[src/rtl/lcd_pkg.sv]
// Shared types and helpers for the HD44780-compatible LCD responder.
package lcd_pkg;

    typedef enum logic [1:0] {ST_IDLE, ST_EXEC, ST_CLEAR} state_e;

    typedef enum logic [3:0] {
        CMD_NONE, CMD_WRITE, CMD_READ, CMD_SET_DD, CMD_SET_CG, CMD_FUNC,
        CMD_SHIFT, CMD_DISP, CMD_ENTRY, CMD_HOME, CMD_CLEAR
    } cmd_e;

    localparam int         DD_DEPTH = 128;
    localparam int         DD_AW    = 7;
    localparam logic [7:0] DD_BLANK = 8'h20;

    function automatic int ns2cyc(input int t_ns, input int t_period_ns);
        return t_ns / t_period_ns;
    endfunction

    function automatic logic [DD_AW-1:0] ac_step(input logic [DD_AW-1:0] ac, input logic inc);
        return inc ? ac + 7'd1 : ac - 7'd1;
    endfunction

    // Leading-one decode; a BF read (RS=0,RW=1) and 8'h00 map to CMD_NONE.
    function automatic cmd_e cmd_decode(input logic rs, input logic rw, input logic [7:0] d);
        cmd_e c;
        c = CMD_NONE;
        if (rs) begin
            c = rw ? CMD_READ : CMD_WRITE;
        end else if (!rw) begin
            casez (d)
                8'b1???????: c = CMD_SET_DD;
                8'b01??????: c = CMD_SET_CG;
                8'b001?????: c = CMD_FUNC;
                8'b0001????: c = CMD_SHIFT;
                8'b00001???: c = CMD_DISP;
                8'b000001??: c = CMD_ENTRY;
                8'b0000001?: c = CMD_HOME;
                8'b00000001: c = CMD_CLEAR;
                default:     c = CMD_NONE;
            endcase
        end
        return c;
    endfunction

endpackage

[src/rtl/lcd_ddram.sv]
// 128x8 display data RAM: one synchronous write port, two asynchronous read ports.
module lcd_ddram
    import lcd_pkg::*;
(
    input  logic             i_clk,
    input  logic             i_we,
    input  logic [DD_AW-1:0] i_waddr,
    input  logic [7:0]       i_wdata,
    input  logic [DD_AW-1:0] i_raddr_a,
    output logic [7:0]       o_rdata_a,
    input  logic [DD_AW-1:0] i_raddr_b,
    output logic [7:0]       o_rdata_b
);

    logic [7:0] mem_q [DD_DEPTH];

    always_ff @(posedge i_clk) begin
        if (i_we) mem_q[i_waddr] <= i_wdata;
    end

    assign o_rdata_a = mem_q[i_raddr_a];
    assign o_rdata_b = mem_q[i_raddr_b];

endmodule

[src/rtl/lcd_hd44780_rsp.sv]
// Panel-side HD44780 bus responder. Optional EN timing checker: define LCD_RSP_TIMING_CHK_EN.
module lcd_hd44780_rsp
    import lcd_pkg::*;
#(
    parameter int T_PERIOD_NS   = 20,
    parameter int T_EXEC_NS     = 40000,
    parameter int T_CLEAR_NS    = 1600000,
    parameter int T_PW_MIN_NS   = 230,
    parameter int T_CYCE_MIN_NS = 500
) (
    input  logic       i_clk,
    input  logic       i_rst_n,
    input  logic [7:0] i_lcd_data,
    input  logic       i_lcd_rw,
    input  logic       i_lcd_rs,
    input  logic       i_lcd_en,
    input  logic       i_lcd_on,
    output logic [7:0] o_lcd_data,
    output logic       o_lcd_data_oe,
    input  logic [6:0] i_dd_raddr,
    output logic [7:0] o_dd_rdata,
    output logic       o_busy,
    output logic [6:0] o_ac,
    output logic [2:0] o_disp,
    output logic [1:0] o_entry,
    output logic [2:0] o_func,
    output logic       o_timing_err
);

    localparam int              CNT_W      = 24;
    localparam logic [CNT_W-1:0] C_EXEC     = CNT_W'(ns2cyc(T_EXEC_NS, T_PERIOD_NS));
    localparam logic [CNT_W-1:0] C_LONG     = CNT_W'(ns2cyc(T_CLEAR_NS, T_PERIOD_NS));
    localparam logic [CNT_W-1:0] C_FILL_REM = C_LONG - CNT_W'(DD_DEPTH);

    logic [7:0]       data_s1_q;
    logic             rw_s1_q, rs_s1_q, en_s1_q, on_s1_q, en_s2_q;
    logic [7:0]       lat_data_q, lat_data_d;
    logic             lat_rs_q, lat_rs_d, lat_rw_q, lat_rw_d;
    state_e           state_q, state_d;
    logic [CNT_W-1:0] cnt_q, cnt_d, lim_q, lim_d;
    logic [6:0]       ac_q, ac_d;
    logic [2:0]       disp_q, disp_d, func_q, func_d;
    logic [1:0]       entry_q, entry_d;
    logic             oe_q, oe_d;
    logic [7:0]       rdata_q, rdata_d;

    logic             rise, fall, busy, we;
    logic [6:0]       waddr;
    logic [7:0]       wdata, dd_rdata_a;
    cmd_e             cmd;

    assign rise = on_s1_q & en_s1_q & ~en_s2_q;
    assign fall = on_s1_q & ~en_s1_q & en_s2_q;
    assign busy = (state_q != ST_IDLE);
    assign cmd  = cmd_decode(lat_rs_q, lat_rw_q, lat_data_q);

    lcd_ddram u_ddram (
        .i_clk     (i_clk),
        .i_we      (we),
        .i_waddr   (waddr),
        .i_wdata   (wdata),
        .i_raddr_a (ac_q),
        .o_rdata_a (dd_rdata_a),
        .i_raddr_b (i_dd_raddr),
        .o_rdata_b (o_dd_rdata)
    );

    always_comb begin
        lat_data_d = lat_data_q;
        lat_rs_d   = lat_rs_q;
        lat_rw_d   = lat_rw_q;
        state_d    = state_q;
        cnt_d      = cnt_q;
        lim_d      = lim_q;
        ac_d       = ac_q;
        disp_d     = disp_q;
        entry_d    = entry_q;
        func_d     = func_q;
        oe_d       = oe_q;
        rdata_d    = rdata_q;
        we         = 1'b0;
        waddr      = ac_q;
        wdata      = lat_data_q;

        // Bus fields are held from the last cycle EN was seen high, so decode at the fall is stable.
        if (en_s1_q) begin
            lat_data_d = data_s1_q;
            lat_rs_d   = rs_s1_q;
            lat_rw_d   = rw_s1_q;
        end

        if (!on_s1_q) begin
            oe_d = 1'b0;
        end else if (rise && rw_s1_q) begin
            oe_d    = 1'b1;
            rdata_d = rs_s1_q ? (busy ? 8'h00 : dd_rdata_a) : {busy, ac_q};
        end else if (fall) begin
            oe_d = 1'b0;
        end

        unique case (state_q)
            ST_IDLE: begin
                if (fall && cmd != CMD_NONE) begin
                    state_d = ST_EXEC;
                    cnt_d   = '0;
                    lim_d   = C_EXEC;
                    case (cmd)
                        CMD_WRITE: begin
                            we   = 1'b1;
                            ac_d = ac_step(ac_q, entry_q[1]);
                        end
                        CMD_READ:   ac_d = ac_step(ac_q, entry_q[1]);
                        CMD_SET_DD: ac_d = lat_data_q[6:0];
                        CMD_FUNC:   func_d = lat_data_q[4:2];
                        CMD_SHIFT:  if (!lat_data_q[3]) ac_d = ac_step(ac_q, lat_data_q[2]);
                        CMD_DISP:   disp_d = lat_data_q[2:0];
                        CMD_ENTRY:  entry_d = lat_data_q[1:0];
                        CMD_HOME: begin
                            ac_d  = '0;
                            lim_d = C_LONG;
                        end
                        CMD_CLEAR: begin
                            state_d    = ST_CLEAR;
                            ac_d       = '0;
                            entry_d[1] = 1'b1;
                        end
                        default: ;
                    endcase
                end
            end
            ST_EXEC: begin
                if (cnt_q == lim_q - CNT_W'(1)) begin
                    state_d = ST_IDLE;
                    cnt_d   = '0;
                end else begin
                    cnt_d = cnt_q + CNT_W'(1);
                end
            end
            ST_CLEAR: begin
                // Fill cycles are part of the long busy window; the EXEC tail covers the rest.
                we    = 1'b1;
                waddr = cnt_q[6:0];
                wdata = DD_BLANK;
                if (cnt_q[6:0] == 7'h7F) begin
                    state_d = ST_EXEC;
                    cnt_d   = '0;
                    lim_d   = C_FILL_REM;
                end else begin
                    cnt_d = cnt_q + CNT_W'(1);
                end
            end
            default: state_d = ST_IDLE;
        endcase
    end

    always_ff @(posedge i_clk) begin
        if (!i_rst_n) begin
            data_s1_q  <= '0;
            rw_s1_q    <= 1'b0;
            rs_s1_q    <= 1'b0;
            en_s1_q    <= 1'b0;
            on_s1_q    <= 1'b0;
            en_s2_q    <= 1'b0;
            lat_data_q <= '0;
            lat_rs_q   <= 1'b0;
            lat_rw_q   <= 1'b0;
            state_q    <= ST_IDLE;
            cnt_q      <= '0;
            lim_q      <= '0;
            ac_q       <= '0;
            disp_q     <= '0;
            entry_q    <= 2'b10;
            func_q     <= '0;
            oe_q       <= 1'b0;
            rdata_q    <= '0;
        end else begin
            data_s1_q  <= i_lcd_data;
            rw_s1_q    <= i_lcd_rw;
            rs_s1_q    <= i_lcd_rs;
            en_s1_q    <= i_lcd_en;
            on_s1_q    <= i_lcd_on;
            en_s2_q    <= en_s1_q;
            lat_data_q <= lat_data_d;
            lat_rs_q   <= lat_rs_d;
            lat_rw_q   <= lat_rw_d;
            state_q    <= state_d;
            cnt_q      <= cnt_d;
            lim_q      <= lim_d;
            ac_q       <= ac_d;
            disp_q     <= disp_d;
            entry_q    <= entry_d;
            func_q     <= func_d;
            oe_q       <= oe_d;
            rdata_q    <= rdata_d;
        end
    end

    assign o_lcd_data    = rdata_q;
    assign o_lcd_data_oe = oe_q;
    assign o_busy        = busy;
    assign o_ac          = ac_q;
    assign o_disp        = disp_q;
    assign o_entry       = entry_q;
    assign o_func        = func_q;

`ifdef LCD_RSP_TIMING_CHK_EN
    localparam logic [CNT_W-1:0] C_PW_MIN   = CNT_W'(ns2cyc(T_PW_MIN_NS, T_PERIOD_NS));
    localparam logic [CNT_W-1:0] C_CYCE_MIN = CNT_W'(ns2cyc(T_CYCE_MIN_NS, T_PERIOD_NS));

    logic [CNT_W-1:0] hi_cnt_q, hi_cnt_d, rr_cnt_q, rr_cnt_d;
    logic             rose_q, rose_d, terr_q, terr_d;

    always_comb begin
        hi_cnt_d = hi_cnt_q;
        rr_cnt_d = rr_cnt_q;
        rose_d   = rose_q;
        terr_d   = terr_q;
        if (rr_cnt_q != '1) rr_cnt_d = rr_cnt_q + CNT_W'(1);
        if (en_s1_q && hi_cnt_q != '1) hi_cnt_d = hi_cnt_q + CNT_W'(1);
        if (rise) begin
            hi_cnt_d = CNT_W'(1);
            rr_cnt_d = CNT_W'(1);
            rose_d   = 1'b1;
            if (rose_q && rr_cnt_q < C_CYCE_MIN) terr_d = 1'b1;
        end
        if (fall && hi_cnt_q < C_PW_MIN) terr_d = 1'b1;
    end

    always_ff @(posedge i_clk) begin
        if (!i_rst_n) begin
            hi_cnt_q <= '0;
            rr_cnt_q <= '0;
            rose_q   <= 1'b0;
            terr_q   <= 1'b0;
        end else begin
            hi_cnt_q <= hi_cnt_d;
            rr_cnt_q <= rr_cnt_d;
            rose_q   <= rose_d;
            terr_q   <= terr_d;
        end
    end

    assign o_timing_err = terr_q;
`else
    assign o_timing_err = 1'b0;
`endif

endmodule

[config.mk]
export PLATFORM = sky130hd
export DESIGN_NAME = lcd_hd44780_rsp
export DESIGN_NICKNAME = d
export VERILOG_FILES = /design/src/rtl/lcd_pkg.sv /design/src/rtl/lcd_ddram.sv /design/src/rtl/lcd_hd44780_rsp.sv
export SDC_FILE = /design/constraint.sdc
export NUM_CORES = 1
export LEC_CHECK = 0
export ABC_AREA = 1
export BUFFER_PORTS_ARGS = -buffer_cell sky130_fd_sc_hd__buf_2
export CAP_MARGIN = 30
export CELL_PAD_IN_SITES_DETAIL_PLACEMENT = 1
export CELL_PAD_IN_SITES_GLOBAL_PLACEMENT = 2
export CORE_ASPECT_RATIO = 0.5
export CORE_UTILIZATION = 30
export CTS_BUF_LIST = sky130_fd_sc_hd__clkbuf_8
export CTS_CLUSTER_DIAMETER = 30
export DETAILED_ROUTE_END_ITERATION = 16
export PLACE_DENSITY = 0.59
export SLEW_MARGIN = 20
export SYNTH_ARGS = -nofsm -noshare
export SYNTH_HDL_FRONTEND = slang
export SYNTH_HIERARCHICAL = 1
export SYNTH_SLANG_ARGS = --single-unit
export TNS_END_PERCENT = 50
[constraint.sdc]
create_clock -name i_clk -period 14.59 [get_ports i_clk]
set_input_delay 2.918 -clock i_clk [delete_from_list [all_inputs] [get_ports i_clk]]
set_output_delay 2.918 -clock i_clk [all_outputs]
set_load 0.02 [all_outputs]
==> run_summary.xml <==
<?xml version="1.0" encoding="UTF-8"?>
<metrics>
  <group name="synthesis">
    <metric name="synth.lib_cells_used.distinct" unit="">41</metric>
    <metric name="ys_seq_elements" unit="">1100</metric>
    <metric name="synth.most_common_cell" unit="">sky130_fd_sc_hd__nand2_1</metric>
    <metric name="synth.top_cells.by_count" unit="">2610 x sky130_fd_sc_hd__nand2_1, 1903 x sky130_fd_sc_hd__nand3_1, 1024 x sky130_fd_sc_hd__edfxtp_1</metric>
    <metric name="synth_seq_area_share" unit="%">56.35</metric>
    <metric name="synth.largest_area_cell" unit="">sky130_fd_sc_hd__edfxtp_1</metric>
    <metric name="synthTopCellsByArea" unit="">sky130_fd_sc_hd__edfxtp_1 54%, sky130_fd_sc_hd__nand2_1 17%, sky130_fd_sc_hd__nand3_1 17%</metric>
    <metric name="avgSynthCellArea" unit="um^2">8.620</metric>
    <metric name="yosys_warnings" unit="">6</metric>
    <metric name="synth_edf_count" unit="">1024</metric>
    <metric name="syn-num-nets" unit="">6676</metric>
    <metric name="top_area_cell_type_share_of_the_netlist_area" unit="%">53.69</metric>
    <metric name="synthArstFlopShare" unit="%">0</metric>
    <metric name="most_used_flip_flop_cell_after_synthesis" unit="">sky130_fd_sc_hd__edfxtp_1</metric>
    <metric name="post_synth_instance_area" unit="um^2">57270</metric>
    <metric name="syn_inst" unit="">6644</metric>
  </group>
  <group name="cts">
    <metric name="post-cts-setup-buffers" unit="">0</metric>
    <metric name="tritoncts" unit="">yes</metric>
    <metric name="cts_max_path_buffers" unit="">4</metric>
    <metric name="clkTransAtPathRegs" unit="ns">0.06</metric>
    <metric name="numClockSinks" unit="">1100</metric>
    <metric name="cts_hold_buffers" unit="">0</metric>
    <metric name="clock_latency" unit="ns">0.99</metric>
    <metric name="postCtsResizedCells" unit="">0</metric>
    <metric name="cts_made_buffers" unit="">246</metric>
    <metric name="htree_num_levels" unit="">4</metric>
    <metric name="clockRootBuffer" unit="">sky130_fd_sc_hd__clkbuf_8</metric>
  </group>
  <group name="place">
    <metric name="port_buffers" unit="">53</metric>
    <metric name="cell_count_post_placement" unit="">8878</metric>
    <metric name="gp_congestion" unit="">0.8014</metric>
    <metric name="detailedPlacementHpwl" unit="mm">152.0</metric>
  </group>
  <group name="timing">
    <metric name="fin_crit_sh" unit="%">67.93</metric>
    <metric name="report.final.hold_viol_count" unit="">0</metric>
    <metric name="final_setup_violations" unit="">0</metric>
    <metric name="finClkSkew" unit="ns">0.06083</metric>
    <metric name="final.setup.tns" unit="ns">0</metric>
    <metric name="post-route-min-period" unit="ns">9.912</metric>
    <metric name="unrepaired_setup_endpoints_after_global_routing" unit="">false</metric>
    <metric name="tightest_slew" unit="ns">1.122</metric>
    <metric name="clock.fmax" unit="GHz">0.1009</metric>
    <metric name="max-slew-margin-rel" unit="%">25.23</metric>
    <metric name="timing.final.max_slew_violations" unit="">0</metric>
  </group>
  <group name="layout">
    <metric name="final_cell_count_no_fill" unit="">9348</metric>
    <metric name="flow.area_growth_from_synthesis" unit="%">12.58</metric>
    <metric name="final_layout_net_count" unit="">6664</metric>
    <metric name="nFillCells" unit="">21930</metric>
    <metric name="layout-drive-gt1-share" unit="%">9.726</metric>
    <metric name="seqCellArea" unit="um^2">32290</metric>
    <metric name="multiInputGateArea" unit="um^2">21590</metric>
  </group>
  <group name="power">
    <metric name="combPwrFrac" unit="%">7.7</metric>
    <metric name="pwr-share-clk" unit="%">47.4</metric>
    <metric name="pwr-share-seq" unit="%">44.9</metric>
    <metric name="switching_share" unit="%">27.07</metric>
    <metric name="power.static_leakage" unit="nW">24.78</metric>
    <metric name="vdd_ir_drop_max" unit="mV">0.08037</metric>
    <metric name="power_per_cell_area" unit="nW/um^2">119.8</metric>
    <metric name="netSwitchingPower" unit="mW">2.091</metric>
    <metric name="cell_internal_pwr" unit="mW">5.631</metric>
  </group>
  <group name="route">
    <metric name="routed_wire_length_per_instance" unit="um">28.01</metric>
    <metric name="drtIter0Drc" unit="">4348</metric>
    <metric name="post-route-drc-count" unit="">0</metric>
    <metric name="drt-total-wl" unit="mm">261.8</metric>
    <metric name="total_number_of_vias" unit="">51010</metric>
    <metric name="detailedRoute.firstPassIterationCount" unit="">6</metric>
    <metric name="postRouteAntennaNets" unit="">0</metric>
    <metric name="drt-vias-per-instance" unit="">5.457</metric>
  </group>
  <group name="worst_hold_path">
    <metric name="worst_hold_path_type" unit="">flip-flop to flip-flop</metric>
  </group>
  <group name="grt">
    <metric name="antenna_found_initial" unit="">15</metric>
    <metric name="via_count_of_the_first_global_routing_pass" unit="">52000</metric>
    <metric name="groute.usage.overall" unit="%">26.53</metric>
    <metric name="pin_count_of_the_biggest_net_entering_global_routing" unit="">169</metric>
    <metric name="grt_pass1_wl" unit="mm">374.4</metric>
    <metric name="grt-ovfl-total" unit="">0</metric>
  </group>
  <group name="setup_path">
    <metric name="timing.critical_path.required" unit="ns">11.67</metric>
    <metric name="largest_stage_delay_on_the_critical_path" unit="ns">0.68</metric>
    <metric name="critical_path.startpoint_type" unit="">input port</metric>
    <metric name="cp_slowest_cell" unit="">sky130_fd_sc_hd__buf_4</metric>
    <metric name="crit_type" unit="">input port to output port</metric>
    <metric name="arrival_worst_endpoint" unit="ns">6.99</metric>
    <metric name="cp_common_cell" unit="">sky130_fd_sc_hd__nand2_1</metric>
    <metric name="worst-path-max-fanout" unit="">168</metric>
    <metric name="worst_setup_path_end_kind" unit="">output port</metric>
    <metric name="critical_path_cell_by_cell" unit="">buf_8, clkinv_16, buf_4, buf_4, nand2_1, nand3_1, nand3_1, nand3_1, nand2_1, nand2_1, nand3_1, nand2_1, nand2_1, nand2_1, buf_2</metric>
  </group>
  <group name="die">
    <metric name="area_of_the_die" unit="um^2">192800</metric>
    <metric name="floorplan.core_area" unit="um^2">188100</metric>
    <metric name="initial_utilization" unit="%">30.45</metric>
    <metric name="placement_rows" unit="">112</metric>
    <metric name="floorplan.die.width" unit="um">619.9</metric>
    <metric name="fp.dieH" unit="um">311.0</metric>
    <metric name="pin_count" unit="">55</metric>
  </group>
  <group name="run">
    <metric name="cap_violations" unit="">0</metric>
  </group>
  <group name="outcome">
    <metric name="result_of_the_run" unit="">completed</metric>
  </group>
</metrics>
-- critical path, delay by kind of cell --
family | cells | cell delay, ns
buf+inv | 5 | 2.52
simple gates | 10 | 1.25
-- state kept, by name (all words and copies together), names as in the netlist, 2 cells and up --
| signal | count |
|---|---|
| state_q | 2 |
| o_disp | 3 |
| o_lcd_data | 8 |
| u_ddram/mem_q | 1024 |
| o_func | 3 |
| lat_data_q | 8 |
| cnt_q | 24 |
| lim_q | 3 |
| o_ac | 7 |
| data_s1_q | 8 |
| o_entry | 2 |
-- path summary, 6_finish.rpt --
| path | from | cells after the start | endpoint | slack [ns] |
|---|---|---|---|---|
| max reg2reg | o_ac[0] | 15 | o_lcd_data[1] | 9.13 |
| min | o_disp[0] | 2 | o_disp[0] | 0.47 |
| min reg2reg | o_disp[0] | 2 | o_disp[0] | 0.47 |
| max | i_dd_raddr[0] | 15 | o_dd_rdata[2] | 4.68 |
-- cells by family after synthesis --
kind of cell / after synthesis / synth area share, %
and+or+nand+nor: 4797 / 35.92
DFF: 1100 / 56.35
buffers and inverters: 604 / 6.180
AOI/OAI and AO/OA: 115 / 1.057
xor gates and xnor gates: 14 / 0.2141
adders and majority gates: 11 / 0.2403
muxes: 2 / 0.03495
other: 1 / 0.006548
-- metrics by stage --
stage	cell area [um^2]	util, %	power [mW]	hold WS [ns]	setup WS, ns
after floorplan	57270	-	3.882	0.4385	7.607
final	64480	34.29	7.721	0.4705	4.678
after global placement	58650	31.19	4.113	0.4503	4.676
after CTS	64280	34.18	7.808	0.4734	4.707
after global routing	64480	34.29	7.990	0.4963	4.501
after detailed placement	59210	31.48	4.123	0.4624	4.707
-- area by class of cell --
type                            instances  share of cell area (%)
Tap cell                             2508                   4.867
Sequential cell                      1100                   50.08
Timing Repair Buffer                  217                   2.839
Inverter                              127                  0.8597
Multi-Input combinational cell       4940                   33.48
Clock buffer                          255                   5.443
Antenna cell                            3                 0.01164
Clock inverter                        198                   2.426
-- per-layer routing --
layer	part of all wire [%]	global-route usage, %	vias up
li1	-	-	22680
met1	47	38.67	26270
met2	44	40.84	1641
met3	5.9	3.799	420
met4	2.7	7.412	0
met5	0	0	-
-- power groups by stage --
| stage | logic, mW | registers [mW] | clock network, mW |
|---|---|---|---|
| floorplan | 0.344 | 3.54 | 0 |
| global placement | 0.578 | 3.54 | 0 |
| detailed placement | 0.588 | 3.54 | 0 |
| CTS | 0.589 | 3.47 | 3.75 |
| global route | 0.634 | 3.47 | 3.89 |
| finish | 0.594 | 3.47 | 3.66 |
-- cell usage in the layout (no fill, tap or decap), drive strengths merged --
cell	synthesis	final
nand2	2620	2620
nand3	1908	1908
edfxtp	1024	1024
clkbuf	65	255
nor2	236	236
buf	412	217
inv	127	173
clkinv	0	106
dfxtp	76	76
o21ai	61	61
a21oi	48	48
clkinvlp	0	23
bufinv	0	23
nor3	19	19
nand4	12	12
xor2	11	11
ha	11	11
diode	0	3
xnor2	3	3
mux2i	2	2
o31ai	1	1
o22ai	1	1
a22oi	1	1
a211oi	1	1
nor4	1	1
o41ai	1	1
and2	1	1
o21a	1	1
conb	1	1
No activity file was read; power rests on OpenSTA's default activity.
